[config.mk]
export PLATFORM = sky130hd
export DESIGN_NAME = instruction_fetch
export DESIGN_NICKNAME = d
export VERILOG_FILES = /design/src/rtl/instruction_fetch.sv
export SDC_FILE = /design/constraint.sdc
export NUM_CORES = 1
export LEC_CHECK = 0
export BUFFER_PORTS_ARGS = -buffer_cell sky130_fd_sc_hd__buf_4
export CAP_MARGIN = 15
export CORE_AREA = 2 2 159 161
export CTS_CLUSTER_SIZE = 24
export DETAILED_ROUTE_END_ITERATION = 8
export DIE_AREA = 0 0 161 163
export GPL_TIMING_DRIVEN = 0
export PLACE_DENSITY = 0.67
export SLEW_MARGIN = 20
export SYNTH_ARGS = -nofsm -noshare
export SYNTH_HDL_FRONTEND = slang
export SYNTH_SLANG_ARGS = --single-unit
[constraint.sdc]
create_clock -name clk -period 3.5 [get_ports clk]
set_input_delay 0.35 -clock clk [delete_from_list [all_inputs] [get_ports clk]]
set_output_delay 0.35 -clock clk [all_outputs]
set_load 0.05 [all_outputs]
[src/rtl/instruction_fetch.sv]
// Instruction fetch stage for the RV64I single-cycle core.
// Holds the PC, fetches one 32-bit instruction per step over a req/ack
// handshake, presents it to decode and advances the PC on retirement.
//
// Handshake (imem_req / imem_ack): imem_req is driven from registered state
// only. A transfer completes on a rising edge where imem_req and imem_ack are
// both 1; imem_rdata is captured on that edge and imem_req drops on the next
// cycle. imem_ack seen while imem_req is 0 is stale and is discarded.
module instruction_fetch #(
  parameter int unsigned      XLEN         = 64,
  parameter logic [XLEN-1:0]  RESET_VECTOR = 64'h0000_0000_0040_0000,
  parameter logic [31:0]      NOP_INST     = 32'h0000_0013
) (
  input  logic            clk,
  input  logic            rst,
  input  logic            pc_write_enable,
  input  logic            branch_enable,
  input  logic            branch_taken,
  input  logic [1:0]      next_pc_sel,
  input  logic [XLEN-1:0] target_addr,
  output logic            imem_req,
  output logic [XLEN-1:0] imem_addr,
  input  logic            imem_ack,
  input  logic [31:0]     imem_rdata,
  output logic [31:0]     inst,
  output logic [6:0]      inst_opcode,
  output logic            inst_valid,
  output logic [XLEN-1:0] pc,
  output logic [XLEN-1:0] pc_plus4,
  output logic            misaligned_exc,
  output logic [XLEN-1:0] retired_count,
  output logic [1:0]      fsm_state
);

  typedef enum logic [1:0] {
    S_FETCH = 2'd0,
    S_EXEC  = 2'd1,
    S_TRAP  = 2'd2
  } state_t;

  localparam logic [XLEN-1:0] PC_STEP  = {{(XLEN-3){1'b0}}, 3'b100};
  localparam logic [XLEN-1:0] CNT_STEP = {{(XLEN-1){1'b0}}, 1'b1};

  state_t            state_q;
  state_t            state_d;
  logic              req_en_q;   // low for the one cycle after any reset edge
  logic [XLEN-1:0]   pc_q;
  logic [XLEN-1:0]   count_q;
  logic [31:0]       inst_q;
  logic [XLEN-1:0]   seq_pc;
  logic [XLEN-1:0]   next_pc;
  logic              take_target;
  logic              fetch_done;
  logic              retire;
  logic              retire_ok;
  logic              retire_trap;

  assign seq_pc = pc_q + PC_STEP;

  // Next-PC selection and retirement qualifiers.
  always_comb begin
    take_target = 1'b0;
    next_pc     = seq_pc;
    if (next_pc_sel == 2'b10) begin
      take_target = 1'b1;
    end else if (next_pc_sel == 2'b01 && branch_enable && branch_taken) begin
      take_target = 1'b1;
    end
    if (take_target) begin
      next_pc = target_addr;
    end
  end

  assign fetch_done  = (state_q == S_FETCH) && req_en_q && imem_ack;
  assign retire      = (state_q == S_EXEC) && pc_write_enable;
  assign retire_ok   = retire && (next_pc[1:0] == 2'b00);
  assign retire_trap = retire && (next_pc[1:0] != 2'b00);

  // State register.
  always_ff @(posedge clk) begin
    if (rst) begin
      state_q <= S_FETCH;
    end else begin
      state_q <= state_d;
    end
  end

  // Next-state logic; TRAP is left only through reset.
  always_comb begin
    state_d = state_q;
    case (state_q)
      S_FETCH: if (fetch_done) state_d = S_EXEC;
      S_EXEC: begin
        if (retire_ok)        state_d = S_FETCH;
        else if (retire_trap) state_d = S_TRAP;
      end
      S_TRAP:  state_d = S_TRAP;
      default: state_d = S_FETCH;
    endcase
  end

  // PC, held instruction, retirement counter and request enable.
  always_ff @(posedge clk) begin
    if (rst) begin
      pc_q     <= RESET_VECTOR;
      inst_q   <= NOP_INST;
      count_q  <= '0;
      req_en_q <= 1'b0;
    end else begin
      req_en_q <= 1'b1;
      if (fetch_done) begin
        inst_q <= imem_rdata;
      end
      if (retire_ok) begin
        pc_q    <= next_pc;
        count_q <= count_q + CNT_STEP;
        inst_q  <= NOP_INST;
      end
      if (retire_trap) begin
        inst_q <= NOP_INST;
      end
    end
  end

  assign imem_req       = (state_q == S_FETCH) && req_en_q;
  assign imem_addr      = pc_q;
  assign inst           = inst_q;
  assign inst_opcode    = inst_q[6:0];
  assign inst_valid     = (state_q == S_EXEC);
  assign pc             = pc_q;
  assign pc_plus4       = seq_pc;
  assign misaligned_exc = (state_q == S_TRAP);
  assign retired_count  = count_q;
  assign fsm_state      = state_q;

endmodule

==> metrics.csv <==
stage,metric,value,unit
pwr,Worst VDD drop,0.3206,mV
clock_tree,CTS tree,built,
floorplan,starting density of the core,0.4156,
synth,commonest register cell after synthesis,dfxtp_1,
worst_setup_path,WP data required,3.15,ns
place,Placed Area,0.01374,mm^2
place,Detail Placement HPWL,33830,um
clock_tree,hold-fix buffer count after cts,0,
route,DR WL/cell,21.19,um
final_layout,Final Instance Area,0.01465,mm^2
worst_setup_path,critical path's slowest cell,dfxtp_1,
route,DRC Markers,0,
global_routing,antenna violations before repair,1,
place,dpl ws,-0.1912,ns
worst_hold_path,worst hold path depth,3,
floorplan,die area,0.02624,mm^2
synth,largest family of logic cells by synthesized area,simple AND/OR/NAND/NOR gates,
sta,period utilisation layout,0.9721,
route,DRT Pass-1 Iters,5,
route,vias per cell,5.892,
clock_tree,Root Buffer,clkbuf_16,
worst_setup_path,crit-path max FO,10,
global_routing,total track usage,0.3225,
synth,top-area cell type share of the netlist area,0.3182,
sta,endpoints failing setup,0,
status,outcome,"finished, final reports clean",
sta,final hold slack,0.1164,ns
clock_tree,clk_lat worst skew,0.45,ns
worst_setup_path,Startpoint Class,flip-flop,
clock_tree,CTS H-tree depth,4,
route,via count,12461,
synth,multiplexer share of the synthesized area,0.01501,
worst_setup_path,CP arrival,3.05,ns
synth,Syn Area/Cell,7.658,um^2
floorplan,num rows,58,
final_layout,Nets,1878,
synth,sequential area share after synthesis,0.3182,
final_layout,"commonest non-fill, non-tap cells in the layout","buf_4 (492), nand2_1 (163), dfxtp_1 (162), a21oi_1 (113), clkbuf_1 (81)",
synth,Synthesis Warnings,0,
floorplan,core area,0.02467,mm^2
sta,Slew Limit Headroom,0.2934,
synth,ranking of synthesized cells by area,"dfxtp_1 (32%), nand2_1 (6.0%), a21oi_1 (5.5%), buf_4 (5.4%), xnor2_1 (3.8%)",
final_layout,diode count,0,
clock_tree,"CTS clk-pin slew, worst paths",0.07,ns
final_layout,share of cells above drive strength 1,0.3412,
synth,Synth Area in Adders,0.002441,
clock_tree,number of clock sinks,163,
global_routing,largest net degree at the start of global routing,20,
sta,Final Hold Viols,0,
synth,cell count after synthesis,1339,
clock_tree,TritonCTS Buffers,17,
run,Max Cap Viol,0,
pwr,PD cells,307.8,mW/mm^2
synth,fraction of registers with async set/reset,0,
sta,post-layout min period,3.402,ns
floorplan,Die H,163,um
synth,count of flip-flops with a built-in enable after synthesis,0,
synth,Synth Area in Simple Gates,0.3064,
floorplan,io pins,404,
global_routing,total grt overflow,0,
pwr,LEAKAGE,6.172,nW
sta,worst slew pin tran,1.052,ns
place,Final Wtd Congestion,0.9649,
final_layout,Synth-to-Final Area Change,42.88,%
global_routing,first-pass GRT wire length,65610,um
synth,XOR/XNOR Fraction of Synth Area,0.06236,
floorplan,Die X,161,um
sta,skew final,0.01563,ns
worst_setup_path,depth of the most critical reg-to-reg path,7,
clock_tree,deepest clock path buffer count,2,
synth,Synth area leader,dfxtp_1,
final_layout,"most common cell after layout, fill and taps aside",buf_4,
synth,Yosys cell types,77,
sta,Final WS setup,0.09764,ns
worst_hold_path,Hold Crit Class,input port to flip-flop,
worst_setup_path,Worst path max stage delay,0.52,ns
sta,RSZ-0062 raised after global routing,true,
worst_setup_path,critical path type,flip-flop to output pin,
route,ANT nets after route,0,
worst_setup_path,worst-path cell chain,ha_2 -> and3_1 -> and4_2 -> nand3_2 -> nor3_2 -> xor2_1 -> buf_4,
place,# port buffers,402,
route,Iteration-0 DRC Markers,1120,
synth,compound-gate portion of the synthesized area,0.1910,
sta,fmax,0.2939,GHz
route,final wirelength,44810,um
synth,Mapped Nets,1445,
worst_setup_path,endpoint type of the worst setup path,output pin,
synth,post-synthesis register bit count,163,
global_routing,vias in the first global route,11193,
synth,Mapped Area,0.01025,mm^2
sta,Final Slew Violations,0,
what timing repair did:
| item | 4_1_cts | 5_1_grt |
|---|---|---|
| setup buffers | 1 | 15 |
| endpoints found under the setup margin | 36 | 30 |
| endpoints found under the hold margin | 0 | 0 |
| pin swaps | 1 | 7 |
| resized for setup | 16 | 24 |
flip-flops by register name, indices dropped and copies added (netlist names):
register,flops
inst,32
retired_count,64
req_en_q,1
imem_addr,64
fsm_state,2
synth_stat cells (5+ instances only):
cell type and count:
xnor2_1 44, a21oi_1 113, nand4_1 44, o21ai_0 46, o311ai_0 7, a22o_1 5
nor3_1 27, and2_1 12, nor4_1 29, dfxtp_1 163, inv_1 24, and3_1 31
o221ai_1 6, nand4b_1 8, nand2_1 163, and4_1 14, clkbuf_1 89, nor2b_1 13
o2111ai_1 9, or2_2 10, o32ai_1 5, a31oi_1 8, or3_1 30, o211ai_1 11
xor2_1 29, a311o_1 5, a21o_1 14, nor2_1 72, o31ai_1 21, o41ai_1 8
buf_4 74, buf_2 5, a211oi_1 5, or4_1 30, nand3_1 75, mux2_2 11
a32o_1 7
kinds of logic after synthesis:
family,count (synthesis)
AO/OA/AOI/OAI,298
adder cells (fa/ha/maj),2
flip-flops,163
multiplexers,14
buffers and inverters,200
XOR/XNOR,73
AND/OR/NAND/NOR,589
layout make-up:
class                           instances  area (um^2)
Timing Repair Buffer                  418         3138
Buffer                                172        972.2
Sequential cell                       163         3264
Fill cell                            2390        10020
Clock inverter                         15        178.9
Inverter                               24        90.09
Tap cell                              330        412.9
Multi-Input combinational cell        976         6168
Clock buffer                           17        425.4
metal layers:
metal,track usage,vias to the layer above,share of wire
li1,-,5710,-
met1,0.4014,5875,0.38
met2,0.5337,728,0.47
met3,0.07741,146,0.10
met4,0.1392,2,0.043
met5,0,-,0.00040
critical path: cells and delay by family, from the launching register on:
family | cells | cell delay [ns]
buffers and inverters | 1 | 0.26
adders and majority gates | 1 | 0.35
xor gates and xnor gates | 1 | 0.28
DFF | 1 | 0.52
and+or+nand+nor | 4 | 1.20
stage by stage:
stage	setup TNS (ns)	instances	power [W]	utilization
after global placement	-1.227	2071	0.002598	0.5561
after floorplan	0	1339	0.002316	-
final	0	2115	0.004510	0.5938
after global routing	-0.007671	2115	0.004617	0.5938
after CTS	-0.07719	2102	0.004503	0.5848
after detailed placement	-1.609	2071	0.002602	0.5568
power by group:
group          internal (W)  switching, W
combinational      0.000218      0.000441
clock              0.000969      0.000969
sequential          0.00188     0.0000317
path summary, 6_finish.rpt:
| path | startpoint | end | slack, ns |
|---|---|---|---|
| worst max-delay path | imem_addr[3] | pc_plus4[46] | 0.1 |
| worst min-delay path | imem_rdata[1] | inst[1] | 0.12 |
| worst max register to register | fsm_state[0] | imem_addr[22] | 0.33 |
| worst min register to register | inst[7] | inst[7] | 0.46 |
(Power assumes the default switching activity.)
